### src/rtl/hazard_pkg.sv
// Shared types for the load-use hazard unit: hazard cause encoding and
// register-index defaults.
package hazard_pkg;

    localparam int REG_AW_DEF = 5;

    typedef logic [REG_AW_DEF-1:0] reg_idx_t;

    typedef enum logic [1:0] {
        HZ_NONE   = 2'd0,
        HZ_FREEZE = 2'd1,
        HZ_LOAD   = 2'd2,
        HZ_FLUSH  = 2'd3
    } hz_cause_e;

endpackage

### src/rtl/hazard_unit_ml_load_tracker.sv
// Age shift register of in-flight loads that left EX but whose data has not
// yet reached the forwarding network; slot 0 is the youngest.
module load_tracker
    import hazard_pkg::*;
#(
    parameter int REG_AW = REG_AW_DEF,
    parameter int SLOTS  = 1
) (
    input  logic              clk_i,
    input  logic              rst_i,
    input  logic              en_i,
    input  logic              new_vld_i,
    input  logic [REG_AW-1:0] new_rd_i,
    input  logic [REG_AW-1:0] rs1_i,
    input  logic [REG_AW-1:0] rs2_i,
    output logic [SLOTS-1:0]  hit_rs1_o,
    output logic [SLOTS-1:0]  hit_rs2_o
);

    logic [SLOTS-1:0]  r_vld;
    logic [REG_AW-1:0] r_rd [SLOTS];

    always_ff @(posedge clk_i or negedge rst_i) begin
        if (!rst_i) begin
            r_vld <= '0;
        end else if (en_i) begin
            r_vld[0] <= new_vld_i;
            for (int k = 1; k < SLOTS; k++) begin
                r_vld[k] <= r_vld[k-1];
            end
        end
    end

    // Register indices are qualified by r_vld, so they need no reset.
    always_ff @(posedge clk_i) begin
        if (en_i) begin
            r_rd[0] <= new_rd_i;
            for (int k = 1; k < SLOTS; k++) begin
                r_rd[k] <= r_rd[k-1];
            end
        end
    end

    always_comb begin
        hit_rs1_o = '0;
        hit_rs2_o = '0;
        for (int k = 0; k < SLOTS; k++) begin
            hit_rs1_o[k] = r_vld[k] && (r_rd[k] == rs1_i);
            hit_rs2_o[k] = r_vld[k] && (r_rd[k] == rs2_i);
        end
    end

endmodule

### src/rtl/hazard_unit_ml.sv
// Load-use hazard unit beside ID: resolves freeze / load-use / branch-flush
// priority combinationally and counts load-use stall cycles.
module hazard_unit_ml
    import hazard_pkg::*;
#(
    parameter int REG_AW   = REG_AW_DEF,
    parameter int LOAD_LAT = 1,
    parameter int CNT_W    = 16
) (
    input  logic              clk_i,
    input  logic              rst_i,
    input  logic              id_valid_i,
    input  logic [REG_AW-1:0] id_rs1_i,
    input  logic [REG_AW-1:0] id_rs2_i,
    input  logic              id_use_rs1_i,
    input  logic              id_use_rs2_i,
    input  logic              ex_valid_i,
    input  logic              ex_memread_i,
    input  logic [REG_AW-1:0] ex_rd_i,
    input  logic              mem_busy_i,
    input  logic              branch_taken_i,
    output logic              pc_write_o,
    output logic              stall_o,
    output logic              noop_o,
    output logic              flush_o,
    output logic              freeze_o,
    output hz_cause_e         cause_o,
    output logic [CNT_W-1:0]  stall_cnt_o
);

    localparam int SLOTS = LOAD_LAT - 1;

    logic              w_ex_load;
    logic              w_trk_hit_rs1;
    logic              w_trk_hit_rs2;
    logic              w_load_hit;
    logic              w_pc_write;
    logic              w_stall;
    logic              w_noop;
    logic              w_flush;
    logic              w_freeze;
    hz_cause_e         w_cause;
    logic [CNT_W-1:0]  r_stall_cnt;

    function automatic logic src_hit(input logic vld, input logic use_r,
                                     input logic [REG_AW-1:0] r,
                                     input logic ex_hit, input logic trk_hit);
        return vld && use_r && (r != '0) && (ex_hit || trk_hit);
    endfunction

    assign w_ex_load = ex_valid_i && ex_memread_i;

    // With LOAD_LAT=1 only the load in EX matters, so no tracker is built.
    generate
        if (SLOTS > 0) begin : g_trk
            logic [SLOTS-1:0] w_hit_rs1;
            logic [SLOTS-1:0] w_hit_rs2;

            load_tracker #(
                .REG_AW (REG_AW),
                .SLOTS  (SLOTS)
            ) u_trk (
                .clk_i     (clk_i),
                .rst_i     (rst_i),
                .en_i      (!w_freeze),
                .new_vld_i (w_ex_load && (ex_rd_i != '0)),
                .new_rd_i  (ex_rd_i),
                .rs1_i     (id_rs1_i),
                .rs2_i     (id_rs2_i),
                .hit_rs1_o (w_hit_rs1),
                .hit_rs2_o (w_hit_rs2)
            );

            assign w_trk_hit_rs1 = |w_hit_rs1;
            assign w_trk_hit_rs2 = |w_hit_rs2;
        end else begin : g_no_trk
            assign w_trk_hit_rs1 = 1'b0;
            assign w_trk_hit_rs2 = 1'b0;
        end
    endgenerate

    assign w_load_hit =
        src_hit(id_valid_i, id_use_rs1_i, id_rs1_i,
                w_ex_load && (id_rs1_i == ex_rd_i), w_trk_hit_rs1) ||
        src_hit(id_valid_i, id_use_rs2_i, id_rs2_i,
                w_ex_load && (id_rs2_i == ex_rd_i), w_trk_hit_rs2);

    // A branch resolved alongside a load-use hit used stale operands, so the
    // load stall wins and the branch re-resolves once the stall clears.
    always_comb begin
        w_pc_write = 1'b1;
        w_stall    = 1'b0;
        w_noop     = 1'b0;
        w_flush    = 1'b0;
        w_freeze   = 1'b0;
        w_cause    = HZ_NONE;
        if (mem_busy_i) begin
            w_pc_write = 1'b0;
            w_stall    = 1'b1;
            w_freeze   = 1'b1;
            w_cause    = HZ_FREEZE;
        end else if (w_load_hit) begin
            w_pc_write = 1'b0;
            w_stall    = 1'b1;
            w_noop     = 1'b1;
            w_cause    = HZ_LOAD;
        end else if (branch_taken_i) begin
            w_flush    = 1'b1;
            w_cause    = HZ_FLUSH;
        end
    end

    always_ff @(posedge clk_i or negedge rst_i) begin
        if (!rst_i) begin
            r_stall_cnt <= '0;
        end else if ((w_cause == HZ_LOAD) && (r_stall_cnt != '1)) begin
            r_stall_cnt <= r_stall_cnt + CNT_W'(1);
        end
    end

    assign pc_write_o  = w_pc_write;
    assign stall_o     = w_stall;
    assign noop_o      = w_noop;
    assign flush_o     = w_flush;
    assign freeze_o    = w_freeze;
    assign cause_o     = w_cause;
    assign stall_cnt_o = r_stall_cnt;

endmodule

### config.mk
export PLATFORM = sky130hd
export DESIGN_NAME = hazard_unit_ml
export DESIGN_NICKNAME = d
export VERILOG_FILES = /design/src/rtl/hazard_pkg.sv /design/src/rtl/hazard_unit_ml_load_tracker.sv /design/src/rtl/hazard_unit_ml.sv
export SDC_FILE = /design/constraint.sdc
export NUM_CORES = 1
export LEC_CHECK = 0
export CAP_MARGIN = 20
export CORE_MARGIN = 1.5
export CORE_UTILIZATION = 44
export DETAILED_ROUTE_END_ITERATION = 6
export HOLD_SLACK_MARGIN = 0.06
export PLACE_DENSITY = 0.87
export SLEW_MARGIN = 20
export SYNTH_ARGS = -nofsm -noshare
export SYNTH_HDL_FRONTEND = slang
export SYNTH_HIERARCHICAL = 1
export SYNTH_SLANG_ARGS = --single-unit
### constraint.sdc
create_clock -name clk_i -period 6.9 [get_ports clk_i]
set_input_delay 2.07 -clock clk_i [delete_from_list [all_inputs] [get_ports clk_i]]
set_output_delay 2.07 -clock clk_i [all_outputs]
set_load 0.02 [all_outputs]
==> reports/qor.txt <==
Sink Count: 16
Layout area overhead: 50.43%
Clk root buf: clkbuf_4
Final Hold Fails: 0
PortBufs: 46
Cells after Synth: 104
Share of layout cells above drive strength 1: 9.868%
Worst-Skew Late Latency: 0.29 ns
Residual DRC count: 0
Number of CTS-inserted buffers: 3
Setup TNS: 0 ns
Initial Util: 46.43%
Fin. max-slew vios: 0
Post-CTS Setup Inserts: 0
RSZ-0062 raised after global routing: false
Routed wire length: 2343 microns
Mux contribution to synthesized area: 1.476%
H-tree Lvls: 1
WHS Endpoint: stall_cnt_o[15]
Leak pwr: 0.6521 nW
Mean Syn Cell Area: 9.781 sq um
Final setup vio count: 0
Worst R2R End: stall_cnt_o[11]
Tmin final: 6.477 ns
Initial DRC Count: 15
Grt total ovfl: 0
Fillers: 168
Combinational family with the most area after synthesis: simple AND/OR/NAND/NOR gates
First-pass GRT wire length: 3898 microns
Top fanout value on the critical path: 3
WHS Path Cells: 1
Max VDD drop: 0.0001111 V
Register area share after synthesis: 39.36%
Cell variety after synth: 27
Placer Congestion: 0.7306
Largest net degree at the start of global routing: 17
Slowest cell on crit path: clkdlybuf4s50_1
ANT nets after route: 0
Diode count: 0
Yosys top cell by area: dfrtp_1
Fraction of the mapped netlist area in adder cells: 1.230%
GRT Overall Usage: 20.25%
Outcome: finished clean
Yosys reg bits: 16
Nets: 178
R2R depth: 6
YS warnings: 6
Max Clock Skew: 0.001872 ns
Most frequent CP cell: clkdlybuf4s50_1
Post-synthesis net count: 129
Row cnt: 17
Dpl hpwl: 1929 microns
Critical path required time: 4.83 ns
Rel. slew slack: 54.21%
Max reg flops: 16
DR vias: 899
Die extent in x: 51.08 microns
Simple-Gate Fraction of Synth Area: 29.27%
Maxcap violations: 0
CTS tree: yes
Critical path capture point type: primary output
Clock transition at path regs: 0.09 ns
Die Y: 51.08 microns
Actual slew at the worst max-slew pin: 0.6847 ns
Most frequent cells in the layout: 46 x clkdlybuf4s50_1, 16 x dfrtp_1, 13 x xor2_1
Hold WS: 0.5059 ns
Post-synthesis compound-gate area fraction: 5.166%
Commonest non-fill, non-tap cell in the layout: clkdlybuf4s50_1
Hold path startpoint: stall_cnt_o[15]
Critical Path Start Type: primary input
Vias in the first global route: 871
Initial antenna violation count: 0
Synth top area share: 39.36%
Cts hold-fix bufs: 0
CP Cell Sequence: clkdlybuf4s50_1 -> or4_4 -> a21oi_2 -> nor4_2 -> or3_1 -> nor2_1 -> clkdlybuf4s50_1
WP data arrival: 4.41 ns
Synth top area cells: dfrtp_1 39%, xor2_1 11%, xnor2_1 8.6%
Post-CTS Resized: 0
# IOs: 47
Final period util: 93.88%
Max Clock Freq: 154.4 MHz
Hold crit path type: reg -> reg
Drt wl/cell: 13.02 microns
Post-synthesis xor/xnor area fraction: 19.80%
Crit-path max cell delay: 0.60 ns
Total die area: 0.002609 sq mm
Core ar.: 0.002191 sq mm
Critical path type: in -> out
Clock buffer depth: 2
Power per cell area: 129.2 mW/mm^2
Synth Cell Area: 0.001017 sq mm
FF-to-FF Start: stall_cnt_o[0]
Initial DRT Pass Iterations: 4
Reg2Reg Setup Slack: 4.93 ns
Vias per inst: 4.994
layer usage:
metal | up-vias | wire length (microns) | global-route usage (%)
li1 | 458 | - | -
met1 | 414 | 1030 | 26.07
met2 | 21 | 1173 | 31.60
met3 | 6 | 83 | 4.971
met4 | 0 | 55 | 9.910
met5 | - | 0 | 0
cell families (layout without fill, tap and decap cells):
logic type,count (synthesis),in the layout
AND/OR/NAND/NOR,50,50
XOR/XNOR,23,23
flip-flops,16,16
buffers and inverters,7,55
AO/OA/AOI/OAI,6,6
adder cells (fa/ha/maj),1,1
multiplexers,1,1
power by group:
part           switching (mW)  internal [mW]  total [mW]  leakage [nW]
Sequential            0.00174         0.0947      0.0964         0.218
Combinational          0.0160         0.0229      0.0389         0.413
Clock                  0.0302         0.0322      0.0624        0.0210
critical path, delay by kind of cell:
| family | cells | cell delay, ns |
|---|---|---|
| AND/OR/NAND/NOR | 4 | 1.12 |
| buffers and inverters | 2 | 1.04 |
| AO/OA/AOI/OAI | 1 | 0.16 |
final cells by class:
cell class	instances	area [sq um]	area share (%)
clock buffer	4	36.28	2.371
inverter	5	18.77	1.226
multi-input combinational	81	579.3	37.86
sequential	16	400.4	26.17
tap	28	35.03	2.289
timing repair buffer	46	460.4	30.09
synth_stat cells:
library cell	n
nand3_1	10
and4_1	2
nand2b_1	3
buf_4	1
xnor2_1	10
a21oi_2	1
or3_1	1
nand4_1	4
nor3_1	3
nor4_1	2
inv_1	5
or4_4	1
nor2_2	1
a21o_1	1
ha_1	1
nor4_2	3
nor2_1	8
o21bai_4	1
dfrtp_1	16
nor3_2	3
mux2_4	1
nand2_1	8
or4_1	1
xor2_1	13
buf_6	1
a21oi_1	2
o21bai_1	1
per-stage QoR:
| step | std cells | utilization [%] | setup WS (ns) | area, sq um | power, mW |
|---|---|---|---|---|---|
| after CTS | 180 | 69.85 | 0.4218 | 1530 | 0.1998 |
| after global routing | 180 | 69.85 | 0.3214 | 1530 | 0.2063 |
| final | 180 | 69.85 | 0.4226 | 1530 | 0.1977 |
| after floorplan | 104 | - | 1.209 | 1017 | 0.1129 |
| after detailed placement | 176 | 68.19 | 0.4168 | 1494 | 0.1376 |
| after global placement | 176 | 68.19 | 0.4580 | 1494 | 0.1367 |
worst max-delay path by stage:
stage | depth (start not counted) | start | slack [ns] | endpoint
2_1_floorplan | 5 | id_rs1_i[1] | 1.21 | flush_o
3_3_place_gp | 7 | id_rs1_i[1] | 0.46 | flush_o
3_5_place_dp | 7 | id_rs1_i[1] | 0.42 | flush_o
4_1_cts | 7 | id_rs1_i[1] | 0.42 | flush_o
5_1_grt | 7 | id_rs2_i[1] | 0.32 | flush_o
6_report | 7 | id_rs1_i[1] | 0.42 | flush_o
Power figures use the tool's default switching activity.
